===== src/rtl/cmd_frame_parser.sv =====
// Ethernet command-frame parser: filters on destination MAC, extracts opcode,
// command id, source MAC and little-endian parameter words, and holds each
// good command on a valid/ready output until the consumer takes it.
//
// state   | meaning
// --------+-----------------------------------------------------------
// S_HDR   | bytes 0..15: dest MAC compare, source MAC, LEN latch
// S_OPC   | bytes 16..19: opcode, first byte lands in [31:24]
// S_ID    | bytes 20..23: command id, little-endian
// S_PARAM | capture K parameter words, little-endian
// S_DRAIN | consume remaining payload/pad up to tlast
// S_HOLD  | command presented on cmd_valid, input stalled
module cmd_frame_parser #(
  parameter logic [47:0] FPGA_MAC_ADDR   = 48'h5a0102030405,
  parameter bit          ALLOW_BCAST     = 1'b0,
  parameter int          NUM_PARAM_WORDS = 7
) (
  input  logic                          gtx_clk_bufg,
  input  logic                          gtx_reset,
  input  logic [7:0]                    rx_axis_tdata,
  input  logic                          rx_axis_tvalid,
  input  logic                          rx_axis_tlast,
  output logic                          rx_axis_tready,
  output logic                          cmd_valid,
  input  logic                          cmd_ready,
  output logic [31:0]                   cmd_opcode,
  output logic [31:0]                   cmd_id,
  output logic [32*NUM_PARAM_WORDS-1:0] cmd_params,
  output logic [5:0]                    cmd_nparams,
  output logic [47:0]                   cmd_src_mac,
  output logic                          frame_error,
  output logic [15:0]                   drop_count
);

  localparam int PW = 32 * NUM_PARAM_WORDS;

  typedef enum logic [2:0] {
    S_HDR, S_OPC, S_ID, S_PARAM, S_DRAIN, S_HOLD
  } state_t;

  state_t          state_q, state_d;
  logic [10:0]     idx_q, idx_d;
  logic [15:0]     len_q, len_d;
  logic            ucast_mis_q, ucast_mis_d;
  logic            bcast_mis_q, bcast_mis_d;
  logic            dropped_q, dropped_d;
  logic [31:0]     opc_sh_q, opc_sh_d;
  logic [31:0]     id_sh_q, id_sh_d;
  logic [47:0]     src_sh_q, src_sh_d;
  logic [PW-1:0]   par_sh_q, par_sh_d;
  logic [31:0]     opcode_q, opcode_d;
  logic [31:0]     cid_q, cid_d;
  logic [PW-1:0]   params_q, params_d;
  logic [5:0]      nparams_q, nparams_d;
  logic [47:0]     src_q, src_d;
  logic            tready_q, tready_d;
  logic            err_q, err_d;
  logic [15:0]     drop_cnt_q, drop_cnt_d;

  logic            beat;
  logic [7:0]      exp_byte;
  logic [15:0]     k_raw;
  logic [5:0]      k_val;
  logic [10:0]     param_last;
  logic [10:0]     off;
  logic            hdr_drop;
  logic            short_len;
  logic            to_drain;
  logic            drain_drop;
  logic            cnt_inc;

  assign beat           = rx_axis_tvalid & tready_q;
  assign rx_axis_tready = tready_q;
  assign cmd_valid      = (state_q == S_HOLD);
  assign cmd_opcode     = opcode_q;
  assign cmd_id         = cid_q;
  assign cmd_params     = params_q;
  assign cmd_nparams    = nparams_q;
  assign cmd_src_mac    = src_q;
  assign frame_error    = err_q;
  assign drop_count     = drop_cnt_q;

  // Derived frame quantities: expected MAC byte, word count K, last param byte index.
  always_comb begin
    exp_byte = 8'h00;
    case (idx_q[2:0])
      3'd0:    exp_byte = FPGA_MAC_ADDR[47:40];
      3'd1:    exp_byte = FPGA_MAC_ADDR[39:32];
      3'd2:    exp_byte = FPGA_MAC_ADDR[31:24];
      3'd3:    exp_byte = FPGA_MAC_ADDR[23:16];
      3'd4:    exp_byte = FPGA_MAC_ADDR[15:8];
      default: exp_byte = FPGA_MAC_ADDR[7:0];
    endcase
    // Only meaningful once LEN >= 10 has been confirmed at byte 15.
    k_raw      = (len_q - 16'd10) >> 2;
    k_val      = (k_raw > 16'(NUM_PARAM_WORDS)) ? 6'(NUM_PARAM_WORDS) : k_raw[5:0];
    param_last = 11'd23 + {3'b000, k_val, 2'b00};
    off        = idx_q - 11'd24;
    hdr_drop   = ucast_mis_q & (~ALLOW_BCAST | bcast_mis_q);
    short_len  = ({6'd0, idx_q} < (17'd13 + {1'b0, len_q}));
  end

  // Next-state, shadow capture and output load logic.
  always_comb begin
    state_d     = state_q;
    idx_d       = idx_q;
    len_d       = len_q;
    ucast_mis_d = ucast_mis_q;
    bcast_mis_d = bcast_mis_q;
    dropped_d   = dropped_q;
    opc_sh_d    = opc_sh_q;
    id_sh_d     = id_sh_q;
    src_sh_d    = src_sh_q;
    par_sh_d    = par_sh_q;
    opcode_d    = opcode_q;
    cid_d       = cid_q;
    params_d    = params_q;
    nparams_d   = nparams_q;
    src_d       = src_q;
    err_d       = 1'b0;
    drop_cnt_d  = drop_cnt_q;
    to_drain    = 1'b0;
    drain_drop  = dropped_q;
    cnt_inc     = 1'b0;

    if (state_q == S_HOLD) begin
      if (cmd_ready) state_d = S_HDR;
    end else if (beat) begin
      if (rx_axis_tlast)             idx_d = 11'd0;
      else if (idx_q != 11'h7ff)     idx_d = idx_q + 11'd1;

      case (state_q)
        S_HDR: begin
          if (idx_q == 11'd0) begin
            par_sh_d  = '0;
            dropped_d = 1'b0;
          end
          if (idx_q < 11'd6) begin
            ucast_mis_d = ((idx_q == 11'd0) ? 1'b0 : ucast_mis_q) | (rx_axis_tdata != exp_byte);
            bcast_mis_d = ((idx_q == 11'd0) ? 1'b0 : bcast_mis_q) | (rx_axis_tdata != 8'hff);
          end else if (idx_q < 11'd12) begin
            src_sh_d = {src_sh_q[39:0], rx_axis_tdata};
          end else if (idx_q == 11'd12) begin
            len_d = {rx_axis_tdata, len_q[7:0]};
          end else if (idx_q == 11'd13) begin
            len_d = {len_q[15:8], rx_axis_tdata};
          end else if (idx_q == 11'd15) begin
            if (hdr_drop || (len_q < 16'd10)) begin
              to_drain   = 1'b1;
              drain_drop = 1'b1;
              dropped_d  = 1'b1;
            end else begin
              state_d = S_OPC;
            end
          end
        end
        S_OPC: begin
          opc_sh_d = {opc_sh_q[23:0], rx_axis_tdata};
          if (idx_q == 11'd19) state_d = S_ID;
        end
        S_ID: begin
          case (idx_q[1:0])
            2'd0:    id_sh_d[7:0]   = rx_axis_tdata;
            2'd1:    id_sh_d[15:8]  = rx_axis_tdata;
            2'd2:    id_sh_d[23:16] = rx_axis_tdata;
            default: id_sh_d[31:24] = rx_axis_tdata;
          endcase
          if (idx_q == 11'd23) begin
            if (k_val == 6'd0) to_drain = 1'b1;
            else               state_d  = S_PARAM;
          end
        end
        S_PARAM: begin
          for (int w = 0; w < NUM_PARAM_WORDS; w++) begin
            for (int b = 0; b < 4; b++) begin
              if (off == 11'(4 * w + b)) par_sh_d[32*w + 8*b +: 8] = rx_axis_tdata;
            end
          end
          if (idx_q == param_last) to_drain = 1'b1;
        end
        default: ;
      endcase

      if (to_drain) state_d = S_DRAIN;

      // A tlast on the byte that completes a section counts as the frame end.
      if (rx_axis_tlast) begin
        if ((state_q == S_DRAIN) || to_drain) begin
          if (drain_drop) begin
            state_d = S_HDR;
            cnt_inc = 1'b1;
          end else if (short_len) begin
            state_d = S_HDR;
            err_d   = 1'b1;
            cnt_inc = 1'b1;
          end else begin
            state_d   = S_HOLD;
            opcode_d  = opc_sh_d;
            cid_d     = id_sh_d;
            params_d  = par_sh_d;
            nparams_d = k_val;
            src_d     = src_sh_d;
          end
        end else begin
          state_d = S_HDR;
          err_d   = 1'b1;
          cnt_inc = 1'b1;
        end
      end
    end

    if (cnt_inc && (drop_cnt_q != 16'hffff)) drop_cnt_d = drop_cnt_q + 16'd1;
    tready_d = (state_d != S_HOLD);
  end

  // State and datapath registers with synchronous reset.
  always_ff @(posedge gtx_clk_bufg) begin
    if (gtx_reset) begin
      state_q     <= S_HDR;
      idx_q       <= '0;
      len_q       <= '0;
      ucast_mis_q <= 1'b0;
      bcast_mis_q <= 1'b0;
      dropped_q   <= 1'b0;
      opc_sh_q    <= '0;
      id_sh_q     <= '0;
      src_sh_q    <= '0;
      par_sh_q    <= '0;
      opcode_q    <= '0;
      cid_q       <= '0;
      params_q    <= '0;
      nparams_q   <= '0;
      src_q       <= '0;
      tready_q    <= 1'b0;
      err_q       <= 1'b0;
      drop_cnt_q  <= '0;
    end else begin
      state_q     <= state_d;
      idx_q       <= idx_d;
      len_q       <= len_d;
      ucast_mis_q <= ucast_mis_d;
      bcast_mis_q <= bcast_mis_d;
      dropped_q   <= dropped_d;
      opc_sh_q    <= opc_sh_d;
      id_sh_q     <= id_sh_d;
      src_sh_q    <= src_sh_d;
      par_sh_q    <= par_sh_d;
      opcode_q    <= opcode_d;
      cid_q       <= cid_d;
      params_q    <= params_d;
      nparams_q   <= nparams_d;
      src_q       <= src_d;
      tready_q    <= tready_d;
      err_q       <= err_d;
      drop_cnt_q  <= drop_cnt_d;
    end
  end

endmodule


===== config.mk =====
export PLATFORM = sky130hd
export DESIGN_NAME = cmd_frame_parser
export DESIGN_NICKNAME = d
export VERILOG_FILES = /design/src/rtl/cmd_frame_parser.sv
export SDC_FILE = /design/constraint.sdc
export NUM_CORES = 1
export LEC_CHECK = 0
export BUFFER_PORTS_ARGS = -buffer_cell sky130_fd_sc_hd__buf_4
export CORE_MARGIN = 2
export CORE_UTILIZATION = 52
export CTS_CLUSTER_SIZE = 16
export DETAILED_ROUTE_END_ITERATION = 6
export PLACE_DENSITY_LB_ADDON = 0.3
export RECOVER_POWER = 100
export SKIP_LAST_GASP = 1
export SLEW_MARGIN = 5
export SYNTH_ARGS = -nofsm -noshare
export SYNTH_HDL_FRONTEND = slang
export SYNTH_SLANG_ARGS = --single-unit
export TNS_END_PERCENT = 1

===== constraint.sdc =====
create_clock -name gtx_clk_bufg -period 3.7 [get_ports gtx_clk_bufg]
set_clock_uncertainty 0.05 [all_clocks]
set_input_delay 0.74 -clock gtx_clk_bufg [delete_from_list [all_inputs] [get_ports gtx_clk_bufg]]
set_output_delay 0.74 -clock gtx_clk_bufg [all_outputs]
set_load 0.05 [all_outputs]

# Yosys cells after proc, flatten, opt, wreduce, memory -nomap -nowiden
# Index checks and enable logic that the tools add are counted.
totals:
  regBits: 728
  out_inout_bits: 361
  in_bits: 13
  elab_cells: 206
op_classes:
  n_reduce_logical: 19
  order_cmp: 5
  n_addsub: 6
  mux: 100
  eq_ne: 48
  n_bitwise: 10
op_table:
  columns: ["operator", "n"]
  rows:
  - ["one-hot mux 224 bit (2 select lines)", 1]
  - ["2-to-1 mux 8 bit", 33]
  - ["2-to-1 mux 224 bit", 1]
  - ["equality test 11 x 5 -> 1 bit, second input constant", 14]
  - ["2-to-1 mux 48 bit", 3]
  - ["equality test 11 x 4 -> 1 bit, second input constant", 11]
  - ["2-to-1 mux 32 bit", 2]
  - ["2-to-1 mux 3 bit", 17]
  - ["equality test 11 x 3 -> 1 bit, second input constant", 4]
  - ["2-to-1 mux 1 bit", 36]
  - ["one-hot mux 7 bit (5 select lines)", 1]
  - ["equality test 11 x 2 -> 1 bit, second input constant", 2]
  - ["logical NOT 11 bit", 2]
  - ["2-to-1 mux 11 bit", 2]
  - ["adder 4 x 16 -> 17 bit, first input constant", 1]
  - ["< comparator 11 x 17 -> 1 bit", 1]
  - ["adder 16 x 1 -> 16 bit, second input constant", 1]
  - ["< comparator 16 x 4 -> 1 bit, second input constant", 1]
  - ["2-to-1 mux 16 bit", 1]
  - ["!= test 16 bit, second input constant", 1]
  - ["subtractor 16 x 4 -> 16 bit, second input constant", 1]
  - ["greater-than comparator 14 x 3 -> 1 bit, second input constant", 1]
  - ["equality test 3 x 2 -> 1 bit, second input constant", 4]
  - ["AND reduction 6 bit", 2]
  - ["other kinds (32)", 45]

# Longest topological paths before layout
# Gate-level depths: netlist (run 1).
depth:
  ltp_word: 17
  mapped_depth: 20
  depth_no_buf: 17

# Worst setup path after synthesis (run 1)
# No wires, ideal clock.
synth_timing:
  kind: "reg-to-reg"
  startpoint: "register len_q[2]"
  endpoint: "register opcode_q[24], in the netlist cmd_opcode[24]"
  slack_ns: -0.262
  t_arrival_ns: 3.778
  path_stages_with_launch: 19
  period_less_slack_ns: 3.962
  setup_ns: 0.134
  path_buffers: 4
  required_time_ns: 3.516
  path_cell_list: "dfxtp_1 buf_2 or4b_1 a21o_1 a21oi_1 o211a_1 and3_1 ha_1 xor2_1 nor3b_1 nand3_1 nand3b_1 a41oi_1 o22ai_1 a211oi_2 buf_2 buf_2 buf_2 a211oi_1"
synth_via:
  elab_chain_cells: 13
synth_lines:
  columns: ["item", "line_no", "rtl"]
  rows:
  - ["start, declared", "43", "logic [15:0] len_q, len_d;"]
  - ["start signal, assigned", "240", "len_q <= len_d;"]
  - ["parallel branches: the longest is 12 deep, another holds subtractor 16 x 4 -> 16 bit", null, null]
  - ["AND reduction 6 bit (no source line) (*)", null, null]
  - ["end signal, assigned", "248", "opcode_q <= opcode_d;"]
  - ["end, declared", "51", "logic [31:0] opcode_q, opcode_d;"]
# Mark *: on every way between the ends. The select of a mux whose other input is x is not followed.
# A chain may end at the register's enable or synchronous reset.

# Final worst setup path (run 1)
layout_timing:
  startpoint: "register len_q[1]"
  endpoint: "register params_q[191], in the netlist cmd_params[191]"
layout_via:
  elab_chain_cells: 13
layout_lines:
  columns: ["item", "line_no", "rtl"]
  rows:
  - ["parallel branches: the longest is 12 deep, another holds subtractor 16 x 4 -> 16 bit", null, null]
  - ["AND reduction 6 bit (no source line) (*)", null, null]
  - ["end signal, assigned", "250", "params_q <= params_d;"]
  - ["end, declared", "53", "logic [PW-1:0] params_q, params_d;"]
# Marked as above.

==> run summary, run 1 <==
The power per cell area is 462 mW/mm², and the buffering stage count on the worst path with inverters included is 5. The run gives 0.527 as the effective utilization at floorplan. The cell area that synthesis handed to floorplanning was 0.0298 mm². Detail-routed via count per cell: 6.02. STA puts the critical path data required time at 4120 ps. The count of state elements after synthesis was 728; the hold slack was 401 ps.

The signal on the critical path passes through or4b_1 > a21o_1 > a21oi_2 > o211a_1 > and3_4 > ha_4 > xor2_1 > nor3b_2 > nand3_2 > nand3b_1 > a41oi_2 > o22ai_4 > a211oi_4 > buf_6 > buf_12 > buf_12 > buf_4 > clkbuf_16 > a211oi_1. The library cell occupying the most area in the post-synthesis netlist was dfxtp_1. Layout-stage area growth over the synthesis result: 18.8%.

The final critical-path share of the clock period was 1.11. Leaving out fill and tap cells, the most frequent cell in the layout is dfxtp_1. At the later pin of the worst-skew pair, clock insertion delay measures 620 ps. The worst path needs 4120 ps of the cycle, external delays included. The global-route wire length before repair is 137 mm, and the number of global-route vias before repair is 24454.

Uppermost layer routed: met5. Pin placement for this block handled 374 I/O pins. The analysis attributes to net switching a power of 3840 µW. For this run, the number of Yosys warnings is 0. The routed length on met3 was 6.71 mm; the total overflow reported by the global router was 0.

In this run the critical register-to-register path is launched from len_q[1]. The logs give 75 for the number of CTS-inserted buffers and -422 ps for the worst path setup slack after routing. For the number of cells in the finished layout apart from fillers, the log shows 4518. TritonCTS built the clock tree.

The per-instance average area after synthesis is 8.75 µm², and the die extent in x is 244 µm. The total number of clock tree sinks was 728; the fraction of synthesis flops using an asynchronous set or reset pin was 0. For this run, the leading register cell type out of synthesis is dfxtp_1.

The critical path in this run is classified as reg -> reg. Type of origin of the critical path: a flip-flop. In this run the number of H-tree levels came out at 3. The clock passes through at most 3 buffers. The relative max-transition margin was -0.329. The detailed placement HPWL came out at 55.4 mm. The flow ran to the end, but the final reports show violations. The final design utilization was 0.626; the largest voltage drop on the vdd net was 450 µV. The end point of the critical path was cmd_params[191].

For the combinational group share of total power, the log shows 0.050. The floorplan step set the die height to 244 µm. The critical path's top delay family is compound AO/OA/AOI/OAI gates.

The number of distinct library cells after synthesis was 65; the number of max-capacitance violations reported was 1. Yosys attributes the largest share of cell area to dfxtp_1, a211oi_1, nor2_1. In this design, the stage delay of the slowest critical-path cell is 510 ps. For the worst setup path, the data arrival time is 4550 ps.

The logs give 0.486 for the part of the total power dissipated in sequential elements and 40.0 mm for the wire length the detailed router placed on met1. Proportion of total power due to net switching: 0.234. The sum of routed wire length over all layers is 91.2 mm, and the total nets after synthesis is 3448.

The multiplexer share of the synthesized area came out at 0.0406. The compound-gate portion of the synthesized area is 0.249. Setup repair after global routing could not meet its margin everywhere.

The xor-xnor portion of the synthesized cell area works out to 0.00851. The detail-routed net length per standard cell was 20.2 µm. The relative contribution of the clock network to total power is 0.464. Area of the die: 0.0593 mm². The root buffer cell chosen for the clock tree is clkbuf_16. In this run the worst hold path is classified as in -> reg. By area, the combinational part of the netlist is dominated by compound AO/OA/AOI/OAI gates. The hold-critical path depth came out at 3. The final count of pins violating max slew is 198, and the total iterations of the first detailed-routing run is 6.

For the total count of hold-check failures in the final report, the log shows 0. The final reports fail on max-capacitance violations, max-slew violations, negative setup slack. The cell count of the worst reg-to-reg path was 19. Type of destination of the critical path: a flip-flop.

In this run the tool buffered the top-level ports with 373 buffer cells. The adder-cell area share of the yosys netlist works out to 0.0101. The tools report the global placement routability congestion as 0.896. Measured slew at the worst slew-check pin: 1990 ps. The fraction of synthesized cell area taken by the top area cell type was 0.489; the maximum number of pins on one net before global-route repair was 198. The maximum net fanout on the critical path is 19, and the number of instances in the synthesized netlist is 3411. For the final setup violation count, the log shows 448.

The aggregate global-route resource usage is 0.286, and the number of nets still failing antenna checks after routing is 0. The worst-case register-to-register setup slack was -420 ps; the number of placed instances with taps included was 4356. The clock slew at the register clock pins of the worst setup and hold paths works out to 60 ps.

The top cell types in the final layout, fill and taps aside, are dfxtp_1, nor2_1, a211oi_1, clkbuf_1, nand2_1. For the total DRC errors in the routed layout, the log shows 0. The synthesized-area fraction occupied by and/or/nand/nor cells was 0.156; the routed wire length on met2 was 42.0 mm. In this run the worst setup path begins at len_q[1].

The detailed router finished its first iteration with 2599 violations. Summed over all failing endpoints, the final setup total negative slack is -120990 ps. For the initial antenna violation count, the log shows 4.

In this run the number of cells on the critical path is 19. The core area was 0.0566 mm²; the leakage power summed over all cells was 0.0115 µW. For this run, the top clock speed supported by timing is 243 MHz. In the final design database the tool counted 3745 nets. The ratio of cells with drive above 1 in the final layout was 0.0907; the total internal power was 12500 µW. For the pre-CTS setup slack, the log shows -469 ps.

Count of flip-flops with a built-in enable after synthesis: 0. The destination of the worst register-to-register timing path is cmd_params[191]. The critical path's slowest cell was or4b_1. The routed layout has 27199 vias. The cell repeated most along the worst path is buf_12. Sequential share of the synthesized area: 0.489. Row generation in the floorplan step produced 87 rows.
-- through the flow --
step                area [µm²]  total power [µW]
floorplan                30000              8680
global placement         33700              8930
detailed placement       33700              8940
CTS                      36400             16400
global route             35500             16800
finish                   35500             16400
-- routing by layer --
metal	up-vias	global-route usage
li1	12939	-
met1	13058	0.397
met2	1042	0.452
met3	154	0.0587
met4	6	0.0830
met5	-	0
-- cell usage after synthesis, types with 8 or more instances --
master / number
buf_1: 13
a32oi_1: 55
dfxtp_1: 728
a21oi_1: 146
mux2i_1: 121
or2_2: 12
nand2b_1: 10
nor2b_1: 14
nand3_1: 33
and3_1: 19
a211oi_1: 445
nand2_1: 298
buf_2: 64
clkbuf_1: 243
nand4_1: 12
or3_1: 13
nor2_1: 642
xor2_1: 15
buf_4: 8
a21o_1: 8
nor3_1: 17
and2_1: 17
o21ai_0: 39
ha_1: 24
inv_1: 20
o21ai_1: 10
nor3b_1: 9
a22oi_1: 290
xnor2_1: 14
-- registers in the layout, indices dropped and copies added, names as in the netlist --
register and count:
dropped_q 1, cmd_src_mac 48, hdr_drop 1, opc_sh_q 32, cmd_id 32, cmd_opcode 32, par_sh_q 224, cmd_nparams 6
drop_count 16, frame_error 1, id_sh_q 32, cmd_params 224, rx_axis_tready 1, idx_q 11, state_q 3, src_sh_q 48
len_q 16
-- layout make-up --
type,instances,area [µm²]
fillers,5073,21200
flip-flops and latches,728,14600
multi-input cells,2335,14000
repair buffers,548,3370
clock buffers,109,2220
well taps,756,946
clock inverters,21,235
inverters,20,75.1
diodes,1,2.50
-- worst reg2reg max path: stages (launching register included) --
cell and delay (ps):
dfxtp_2 340, or4b_1 510, a21o_1 200, a21oi_2 140
o211a_1 200, and3_4 220, ha_4 210, xor2_1 150
nor3b_2 180, nand3_2 120, nand3b_1 180, a41oi_2 200
o22ai_4 110, a211oi_4 320, buf_6 220, buf_12 130
buf_12 130, buf_4 130, clkbuf_16 170, a211oi_1 90
-- worst min-delay path by stage --
stage                               to    startpoint  slack (ps)
after floorplan             id_sh_q[0]    id_sh_q[0]         390
final                       state_q[2]     cmd_ready         400
after CTS                   state_q[2]     cmd_ready         370
after global placement    opc_sh_q[26]  opc_sh_q[26]         390
after global routing        state_q[2]     cmd_ready         400
after detailed placement  opc_sh_q[27]  opc_sh_q[27]         400
-- cell families after synthesis --
group | after synthesis
flops | 728
xor+xnor | 29
compound gates | 1040
simple gates | 1121
fa+ha+maj | 24
mux | 121
buf+inv | 348
-- power by group through the flow --
stage	clock, µW	combinational, µW	sequential, µW
finish	7600	822	7960
global route	7970	888	7960
CTS	7660	811	7960
detailed placement	0	808	8130
global placement	0	802	8130
floorplan	0	545	8130
-- repair_timing --
item | in CTS | in global routing
gates cloned | 5 | 14
resized for setup | 10 | 25
setup buffers | 6 | 6
pin swaps | 0 | 4
setup endpoints to repair | 362 | 363
hold buffers | 0 | 0
Note: power is estimated with default switching activity, not from simulation.
==> inputs of run 2 (changes only) <==
==> constraint.sdc (replaced) <==
create_clock -name gtx_clk_bufg -period 3.7 [get_ports gtx_clk_bufg]
set_clock_uncertainty 0.05 [all_clocks]
set_input_delay 0.74 -clock gtx_clk_bufg [delete_from_list [all_inputs] [get_ports gtx_clk_bufg]]
set_output_delay 0.74 -clock gtx_clk_bufg [all_outputs]
set_load 0.02 [all_outputs]
==> run 2 against run 1 <==
  * The flow finishes with violations (negative setup slack)
  * Largest cell class unchanged
  * Critical endpoint is now cmd_id[26]
  * Setup slack lost 99 ps
  * First-iteration DRC count grew 11%
  * Global-route usage grew 0.52 points
  * Die area is the same
  * Power grew 2.6%
  * Flip-flop and latch count is the same
  * Sequential share of layout area shrank 0.76 points
==> run summary, run 2 (synthesis results as in run 1) <==
Largest voltage drop on the vdd net: 301 µV (was 450 µV). The worst hold path class is in -> reg (unchanged). The height of the die is 244 µm (unchanged), and the hold slack is 390 ps (was 401 ps). Proportion of total power due to net switching: 0.232 (was 0.234). The logs give 3 (unchanged) for the deepest clock path buffer count and 0.0337 mm² (about the same) for the cell area after placement. The power per cell area was 465 mW/mm² (was 462 mW/mm²). The relative contribution of the clock network to total power is 0.477 (was 0.464), and the DRC violation total after the first TritonRoute iteration is 2882 (was 2599).

The worst-case register-to-register setup slack was -520 ps (was -420 ps); the met3 layer usage reported by global route was 0.0592 (was 0.0587). The tools report the area of the die as 0.0593 mm² (unchanged). The run finished, with violations left. The cell repeated most along the worst path is buf_16 (was buf_12). The tools report the cell row count as 87 (unchanged).

The clock slew at the register clock pins of the worst setup and hold paths is 60 ps (about the same), and the worst endpoint required time is 4170 ps (was 4120 ps). The global-route track usage on met2 was 0.455 (was 0.452). The global-route wire length before repair was 140 mm (was 137 mm); the relative max-transition margin was 0.100 (was -0.329). The number of vias after detailed routing came out at 27392 (was 27199). The path type of the worst setup path is reg -> reg (unchanged). The run gives 0 (unchanged) as the total count of hold-check failures in the final report. The final count of pins violating max slew came out at 0 (was 198). The logs give 106 (was 198) for the maximum number of pins on one net before global-route repair and 0.292 (was 0.286) for the aggregate global-route resource usage. The timing-limited maximum frequency is 237 MHz (was 243 MHz), and the measured slew at the worst slew-check pin is 1350 ps (was 1990 ps).

Total number of clock tree sinks: 728 (unchanged). The type of origin of the critical path is a flip-flop (unchanged). The run gives -150630 ps (was -120990 ps) as the final sum of negative setup slack. The logs give 362 (was 448) for the final setup violation count and 0 (unchanged) for the number of nets still failing antenna checks after routing. Number of global-route vias before repair: 24509 (was 24454). The logs give -521 ps (was -422 ps) for the worst path setup slack after routing and 16800 µW (was 16400 µW) for the total power after layout.

The logs give 4939 (was 5073) for the number of filler cells placed in the layout and 0.527 (unchanged) for the effective utilization at floorplan. The cell at the root of the clock tree was clkbuf_16 (unchanged). The cell count of the worst reg-to-reg path came out at 19 (unchanged). Worst flop-to-flop path startpoint: len_q[1] (unchanged). The worst stage delay on the critical path came out at 520 ps (was 510 ps). Leading cell type in the layout, fill and taps excluded: dfxtp_1 (unchanged). Commonest non-fill, non-tap cells in the layout: dfxtp_1, nor2_1, a211oi_1, clkbuf_1, nand2_1 (unchanged).

For the number of max-capacitance violations reported, the log shows 0 (was 1). The tools report the number of CTS-inserted buffers as 76 (was 75). For the number of placed instances with taps included, the log shows 4354 (was 4356). The run gives 54.6 mm (was 55.4 mm) as the detailed placement HPWL. The combinational group share of total power is 0.049 (was 0.050), and the total non-filler cell area in the finished layout is 0.0361 mm² (was 0.0355 mm²).

Violations in the final reports: negative setup slack (was max-capacitance violations, max-slew violations, negative setup slack). The maximum net fanout on the critical path was 13 (was 19). Setup repair after global routing could not meet its margin everywhere. The final critical-path share of the clock period is 1.14 (was 1.11). The number of I/O port buffers came out at 373 (unchanged). The detail-routed via count per cell was 6.04 (was 6.02); the sum of routed wire length over all layers was 91.2 mm (about the same). The launch point of the worst path was len_q[1] (unchanged). The post-route minimum period was 4220 ps (was 4120 ps).

Cells traversed along the worst timing path: or4b_1 > a21o_1 > a21oi_2 > o211a_1 > and3_4 > ha_4 > xor2_1 > nor3b_2 > nand3_1 > nand3b_1 > a41oi_2 > o22ai_4 > a211oi_4 > buf_6 > buf_12 > buf_16 > buf_16 > nor2_1 > a211oi_1 (was or4b_1 > a21o_1 > a21oi_2 > o211a_1 > and3_4 > ha_4 > xor2_1 > nor3b_2 > nand3_2 > nand3b_1 > a41oi_2 > o22ai_4 > a211oi_4 > buf_6 > buf_12 > buf_12 > buf_4 > clkbuf_16 > a211oi_1). The core area was 0.0566 mm² (unchanged); the layout-stage area growth over the synthesis result was 21.1% (was 18.8%). The tools report the data arrival time of the worst path as 4690 ps (was 4550 ps).

The part of the total power dissipated in sequential elements was 0.474 (was 0.486); the post-cts hold buffer count was 0 (unchanged). The number of cells in the finished layout apart from fillers was 4534 (was 4518); the ratio of cells with drive above 1 in the final layout was 0.105 (was 0.0907). For the final net count, the log shows 3753 (was 3745). The area of combinational cells with multiple inputs was 0.0142 mm² (was 0.0140 mm²).

For the storage element area, the log shows 0.0146 mm² (about the same). Met1 track utilization from global routing: 0.405 (was 0.397). The total DRC errors in the routed layout was 0 (unchanged).

The switching power was 3900 µW (was 3840 µW); the global placement routability congestion was 0.896 (about the same). The destination of the worst register-to-register timing path was cmd_id[26] (was cmd_params[191]). Type of destination of the critical path: a flip-flop (unchanged).

The end point of the critical path was cmd_id[26] (was cmd_params[191]). The detail-routed net length per standard cell came out at 20.1 µm (was 20.2 µm). The total iterations of the first detailed-routing run was 7 (was 6). Critical path's slowest cell: or4b_1 (unchanged).

The level count of the clock H-tree was 3 (unchanged); the latest clock arrival within the worst-skew pair was 620 ps (about the same). TritonCTS built the clock tree. The die extent in x was 244 µm (unchanged); the leakage power summed over all cells was 0.0117 µW (was 0.0115 µW). The most heavily used metal layer in global routing is met2 (unchanged). The total overflow reported by the global router was 0 (unchanged); the total internal power was 12900 µW (was 12500 µW).

The number of top-level pins came out at 374 (unchanged). The run gives 3 (was 4) as the initial antenna violation count.
==> run 2: cell count changes in the layout (fill, tap and decap cells not counted), moves of 3 or more <==
cell / change
a211oi_1: -44
a211oi_2: +44
buf_12: +10
buf_16: +11
buf_4: -17
clkbuf_1: +3
clkbuf_16: -5
clkbuf_2: +3
clkbuf_4: +6
clkbuf_8: +3
clkinv_2: -3
==> run 2: worst max-delay path, delay by kind of cell (launching register included) <==
kind | cells | cell delay [ps]
AO/OA/AOI/OAI | 7 | 1400
AND/OR/NAND/NOR | 6 | 1340
buffers and inverters | 4 | 650
flip-flops | 1 | 320
adder cells (fa/ha/maj) | 1 | 210
XOR/XNOR | 1 | 150
==> run 2: what timing repair did <==
action	4_1_cts	5_1_grt
setup buffers	20	7
pin swaps	19	34
resized for setup	36	68
setup endpoints to repair	362	363
gates cloned	15	3
==> run 2: layout make-up <==
cell class | count | share of cell area
Inverter | 20 | 0.00208
Sequential cell | 728 | 0.404
Antenna cell | 2 | 0.000139
Clock inverter | 22 | 0.00873
Multi-Input combinational cell | 2335 | 0.394
Tap cell | 756 | 0.0262
Timing Repair Buffer | 555 | 0.100
Clock buffer | 116 | 0.0647
==> run 2: metrics by stage <==
| step | util | setup WS [ps] |
|---|---|---|
| global placement | 0.596 | -358 |
| CTS | 0.657 | -431 |
| floorplan | - | -157 |
| detailed placement | 0.596 | -406 |
| finish | 0.638 | -521 |
| global route | 0.638 | -729 |
==> run 2: metal layers <==
metal	up-vias	routed length (µm)	part of all wire
li1	12996	-	-
met1	13113	39800	0.44
met2	1125	41700	0.46
met3	154	7390	0.081
met4	4	2260	0.025
met5	-	30	0.00033
==> run 2: worst min-delay path by stage <==
stage | depth (start not counted) | endpoint | slack [ps] | from
6_report | 3 | state_q[2] | 390 | cmd_ready
3_5_place_dp | 2 | src_sh_q[44] | 400 | src_sh_q[44]
3_3_place_gp | 2 | id_sh_q[18] | 390 | id_sh_q[18]
2_1_floorplan | 2 | id_sh_q[0] | 390 | id_sh_q[0]
5_1_grt | 3 | state_q[2] | 390 | cmd_ready
4_1_cts | 3 | state_q[2] | 350 | cmd_ready
==> run 2: power by group through the flow <==
stage / Sequential [µW] / Combinational [µW] / Clock [µW]
4_1_cts: 7960 / 807 / 8100
2_1_floorplan: 8120 / 545 / 0
3_3_place_gp: 8130 / 798 / 0
5_1_grt: 7960 / 883 / 8440
3_5_place_dp: 8130 / 804 / 0
6_report: 7960 / 825 / 8020
